==> config.mk <==
export PLATFORM = sky130hd
export DESIGN_NAME = ula_seq
export DESIGN_NICKNAME = d
export VERILOG_FILES = /design/src/rtl/ula_seq.sv
export SDC_FILE = /design/constraint.sdc
export NUM_CORES = 1
export LEC_CHECK = 0
export ABC_AREA = 1
export CAP_MARGIN = 40
export CORE_MARGIN = 3
export CORE_UTILIZATION = 55
export CTS_CLUSTER_SIZE = 12
export DETAILED_ROUTE_END_ITERATION = 10
export PLACE_DENSITY_LB_ADDON = 0.12
export SLEW_MARGIN = 20
export SYNTH_ARGS = -nofsm -noshare
export SYNTH_HDL_FRONTEND = slang
export SYNTH_SLANG_ARGS = --single-unit
==> constraint.sdc <==
create_clock -name clk -period 1.8 [get_ports clk]
set_input_delay 0.27 -clock clk [delete_from_list [all_inputs] [get_ports clk]]
set_output_delay 0.27 -clock clk [all_outputs]
set_load 0.01 [all_outputs]
==> src/rtl/ula_seq.sv <==
// Sequential unsigned ALU: eight ops, registered result and status flags,
// restoring divider that produces one quotient bit per cycle, valid/ready on both sides.
module ula_seq #(
   parameter int WIDTH = 4
) (
   input  logic             clk,
   input  logic             rst_n,
   input  logic             in_valid,
   output logic             in_ready,
   input  logic [WIDTH-1:0] a,
   input  logic [WIDTH-1:0] b,
   input  logic [2:0]       op,
   output logic             out_valid,
   input  logic             out_ready,
   output logic [WIDTH-1:0] out,
   output logic [WIDTH-1:0] resto,
   output logic             carry,
   output logic             ovf,
   output logic             div0,
   output logic             zero
);

   localparam logic [1:0] S_IDLE = 2'd0;
   localparam logic [1:0] S_DIV  = 2'd1;
   localparam logic [1:0] S_DONE = 2'd2;

   localparam int CW = $clog2(WIDTH + 1);
   localparam logic [CW-1:0] CNT_LAST = CW'(WIDTH - 1);

   logic [1:0]         state_r;
   logic [CW-1:0]      cnt_r;
   logic [WIDTH-1:0]   quo_r;
   logic [WIDTH-1:0]   rem_r;
   logic [WIDTH-1:0]   dvs_r;
   logic [WIDTH-1:0]   out_r;
   logic [WIDTH-1:0]   resto_r;
   logic               carry_r;
   logic               ovf_r;
   logic               div0_r;
   logic               zero_r;

   logic [WIDTH:0]     sum_s;
   logic [2*WIDTH-1:0] prod_s;
   logic [WIDTH-1:0]   res_out_s;
   logic [WIDTH-1:0]   res_resto_s;
   logic               res_carry_s;
   logic               res_ovf_s;
   logic               res_div0_s;
   logic               start_div_s;
   logic [WIDTH:0]     rem_sh_s;
   logic [WIDTH:0]     rem_nx_s;
   logic               qbit_s;
   logic [WIDTH-1:0]   quo_nx_s;

   assign in_ready  = (state_r == S_IDLE);
   assign out_valid = (state_r == S_DONE);
   assign out       = out_r;
   assign resto     = resto_r;
   assign carry     = carry_r;
   assign ovf       = ovf_r;
   assign div0      = div0_r;
   assign zero      = zero_r;

   // Single-cycle results for every op; only the b==0 case of div is taken from here.
   always_comb begin
      sum_s       = {1'b0, a} + {1'b0, b};
      prod_s      = {{WIDTH{1'b0}}, a} * {{WIDTH{1'b0}}, b};
      res_out_s   = {WIDTH{1'b0}};
      res_resto_s = {WIDTH{1'b0}};
      res_carry_s = 1'b0;
      res_ovf_s   = 1'b0;
      res_div0_s  = 1'b0;
      start_div_s = (op == 3'd3) && (b != {WIDTH{1'b0}});
      case (op)
         3'd0: begin
            res_out_s   = sum_s[WIDTH-1:0];
            res_carry_s = sum_s[WIDTH];
         end
         3'd1: begin
            res_out_s   = a - b;
            res_carry_s = (a < b);
         end
         3'd2: begin
            res_out_s = prod_s[WIDTH-1:0];
            res_ovf_s = |prod_s[2*WIDTH-1:WIDTH];
         end
         3'd3: begin
            res_out_s   = {WIDTH{1'b1}};
            res_resto_s = a;
            res_div0_s  = 1'b1;
         end
         3'd4: res_out_s = {{(WIDTH-1){1'b0}}, (a == b)};
         3'd5: res_out_s = {{(WIDTH-1){1'b0}}, (a > b)};
         3'd6: res_out_s = {{(WIDTH-1){1'b0}}, (a < b)};
         3'd7: res_out_s = {{(WIDTH-1){1'b0}}, (a != b)};
         default: res_out_s = {WIDTH{1'b0}};
      endcase
   end

   // One restoring-division step: shift in the next dividend bit, subtract if it fits.
   always_comb begin
      rem_sh_s = {rem_r, quo_r[WIDTH-1]};
      if (rem_sh_s >= {1'b0, dvs_r}) begin
         rem_nx_s = rem_sh_s - {1'b0, dvs_r};
         qbit_s   = 1'b1;
      end else begin
         rem_nx_s = rem_sh_s;
         qbit_s   = 1'b0;
      end
      quo_nx_s = {quo_r[WIDTH-2:0], qbit_s};
   end

   // Control FSM plus result/flag registers, held stable throughout DONE.
   always_ff @(posedge clk or negedge rst_n) begin
      if (!rst_n) begin
         state_r <= S_IDLE;
         cnt_r   <= {CW{1'b0}};
         quo_r   <= {WIDTH{1'b0}};
         rem_r   <= {WIDTH{1'b0}};
         dvs_r   <= {WIDTH{1'b0}};
         out_r   <= {WIDTH{1'b0}};
         resto_r <= {WIDTH{1'b0}};
         carry_r <= 1'b0;
         ovf_r   <= 1'b0;
         div0_r  <= 1'b0;
         zero_r  <= 1'b0;
      end else begin
         case (state_r)
            S_IDLE: begin
               if (in_valid) begin
                  if (start_div_s) begin
                     state_r <= S_DIV;
                     quo_r   <= a;
                     dvs_r   <= b;
                     rem_r   <= {WIDTH{1'b0}};
                     cnt_r   <= {CW{1'b0}};
                  end else begin
                     state_r <= S_DONE;
                     out_r   <= res_out_s;
                     resto_r <= res_resto_s;
                     carry_r <= res_carry_s;
                     ovf_r   <= res_ovf_s;
                     div0_r  <= res_div0_s;
                     zero_r  <= (res_out_s == {WIDTH{1'b0}});
                  end
               end
            end
            S_DIV: begin
               quo_r <= quo_nx_s;
               rem_r <= rem_nx_s[WIDTH-1:0];
               cnt_r <= cnt_r + CW'(1);
               // The last step writes the result directly so DONE follows after WIDTH cycles.
               if (cnt_r == CNT_LAST) begin
                  state_r <= S_DONE;
                  out_r   <= quo_nx_s;
                  resto_r <= rem_nx_s[WIDTH-1:0];
                  carry_r <= 1'b0;
                  ovf_r   <= 1'b0;
                  div0_r  <= 1'b0;
                  zero_r  <= (quo_nx_s == {WIDTH{1'b0}});
               end
            end
            S_DONE: begin
               if (out_ready) begin
                  state_r <= S_IDLE;
               end
            end
            default: state_r <= S_IDLE;
         endcase
      end
   end

endmodule

==> results.json <==
{
  "maxSlewViolCount": 0,
  "yosysSeqAreaShare_pct": 29.2,
  "synth_area_leader_cell": "dfrtp_1",
  "synthArstFlopShare_pct": 100,
  "utilization_pct": 84.7,
  "final_common_cell": "nand2_1",
  "clock_power_share_pct": 12.5,
  "num_rows": 23,
  "grt_pass1_vias": 2547,
  "vias": 2554,
  "root_buffer": "clkbuf_8",
  "cp-start-kind": "input pin",
  "hold_path_class": "input pin to async pin",
  "grt.total_usage_pct": 27.1,
  "nets": 458,
  "hold_violations": 0,
  "via_per_inst": 5.55,
  "synth_top_area_share_pct": 29.2,
  "synth_cells": 327,
  "layout_worst_path_cycle_share_pct": 122,
  "htreeDepth": 2,
  "switching_share_pct": 43.6,
  "rsz0062_at_grt": "yes",
  "antenna_found_initial": 0,
  "syn_area_um2": 2490,
  "syn_avg_cell_area_um2": 7.60,
  "max_freq_mhz": 454,
  "path_clk_slew_ps": 60,
  "fillers": 240,
  "final_area_um2": 3530,
  "end_kind": "flip-flop",
  "postPlaceCellArea_um2": 3230,
  "synth.distinct_cells": 40,
  "dr.pass1.iters": 4,
  "fp.dieH_um": 73.2,
  "first_iter_violations": 157,
  "drive_above_1_share_pct": 32.9,
  "fin_crit_ps": 2200,
  "wl_per_cell_um": 15.2,
  "dp.final_hpwl_um": 5060,
  "total_power_mw": 4.33,
  "worst_pin_slew_ps": 389,
  "synth_edf_count": 0,
  "max_cap_violations": 0,
  "cp.required_ps": 1980,
  "detail-route-antenna-nets": 0,
  "hold_buffers": 0,
  "synth_seq_cells": 29,
  "finalWorstSetupSlack_ps": -402,
  "final_cell_mix": "68 x nand2_1, 51 x buf_4, 48 x inv_1, 29 x dfrtp_1, 20 x clkdlybuf4s50_1",
  "dieArea_um2": 5360,
  "antenna_cells": 0,
  "p_comb_share_pct": 61.5,
  "post-place-cells": 448,
  "grt_max_degree": 30,
  "max_slew_margin_pct": 73.9,
  "synth_warnings": 0,
  "synth_area_leaders": "dfrtp_1 29%, ha_1 13%, nand2_1 11%, inv_1 7.7%, fa_1 5.6%",
  "arrival_ps": 2380,
  "worst-setup-path-type": "input pin to flip-flop",
  "grt_overflow": 0,
  "p_per_area_nw_per_um2": 1220,
  "rr_worst_depth": 10,
  "io_buffers": 28,
  "violations": "setup timing",
  "outcome": "finished with violations",
  "wl_um": 6980,
  "numCtsBuffers": 5,
  "synthFlopType": "dfrtp_1",
  "intPower_mw": 2.44,
  "drc": 0,
  "clkSinkCount": 29,
  "die_w_um": 73.2,
  "io_pins": 29,
  "p_leak_nw": 1.82,
  "power.switching_mw": 1.89,
  "cts.path.max_buffers": 2,
  "cts_tree": "built",
  "clock_latency_ps": 280,
  "start_util_pct": 59.6,
  "path_max_fanout": 3,
  "grt_pass1_wl_um": 11300,
  "irDropWorstVdd_uv": 601,
  "setup_viol": 4,
  "area_delta_synth_final_pct": 42.2,
  "skew_ps": 2.31,
  "coreArea_um2": 4170,
  "syn-num-nets": 375,
  "place_congestion": 0.873,
  "fin_cells": 460,
  "hold_ws_ps": 376,
  "seq_power_share_pct": 26.0
}
## state kept, by name (all words and copies together) (netlist names)
register and count:
rem_r 4, ovf 1, carry 1, zero 1, div0 1, resto 4
quo_r 4, cnt_r 3, out 4, dvs_r 4, state_r 2
## cell usage after synthesis, types with 3 or more instances
library cell and number:
a21oi_2 5, a21oi_1 12, o21ai_0 11, nor2_1 20, fa_1 7, dfrtp_1 29
inv_1 51, nand3_1 25, nand2_2 3, nand4_1 11, ha_1 26, a31oi_1 7
nor2_2 7, inv_2 5, nand2_1 76, xnor2_1 3
## worst max-delay path: stages
cell	delay, ps
buf_12	90
nand2_8	40
fa_1	480
fa_1	510
inv_2	50
fa_2	340
nand2_2	80
a21oi_2	50
nor2_2	120
nor2_1	60
nor2_1	90
nand4_1	80
nand2_1	60
nand2_1	40
## timing repair
item	4_1_cts	5_1_grt
setup buffers	2	4
setup endpoints to repair	18	16
gates resized for setup	55	27
pin swaps	19	22
## area by class of cell
cell class	instances	area (um2)	share of cell area (%)
inverters	57	216	6.12
flip-flops and latches	29	726	20.5
clock buffers	7	86.3	2.44
well taps	50	62.6	1.77
repair buffers	81	697	19.7
multi-input cells	236	1750	49.4
## cells by family after synthesis
kind of cell | Yosys count | share of synthesized area (%)
flops | 29 | 29.2
fa+ha+maj | 33 | 18.7
simple gates | 153 | 28.3
buf+inv | 62 | 10.3
compound gates | 45 | 11.7
xor+xnor | 5 | 1.76
## power by group through the flow
stage               Sequential [mW]  Clock [mW]  Combinational (mW)
finish                         1.13       0.540                2.66
floorplan                      1.14           0                1.49
CTS                            1.12       0.535                2.40
global route                   1.15       0.573                2.92
detailed placement             1.11           0                2.33
global placement               1.10           0                2.25
## through the flow
stage               setup slack, ps  TNS [ps]
detailed placement            -1330    -12880
finish                         -402     -1150
CTS                            -472     -1280
floorplan                      -514     -1430
global route                   -609     -1900
global placement              -1250    -11080
## routing by layer
metal  part of all wire, %  vias up  track usage, %
met5                     0        -               0
met4                   2.9        0            10.5
met3                   4.2       18            3.44
met2                    53       87            47.9
met1                    40     1210            33.1
li1                      -     1239               -
## final timing paths
kind                            startpoint        to  slack, ps
worst min register to register    dvs_r[3]  dvs_r[3]        490
worst max register to register    cnt_r[0]      zero         60
min in group clk                      b[0]  dvs_r[0]        430
worst max-delay path                  a[2]       ovf       -400
worst min-delay path                 rst_n  cnt_r[1]        380
max in group asynchronous            rst_n  quo_r[1]       1150
Power figures use the tool's default switching activity.
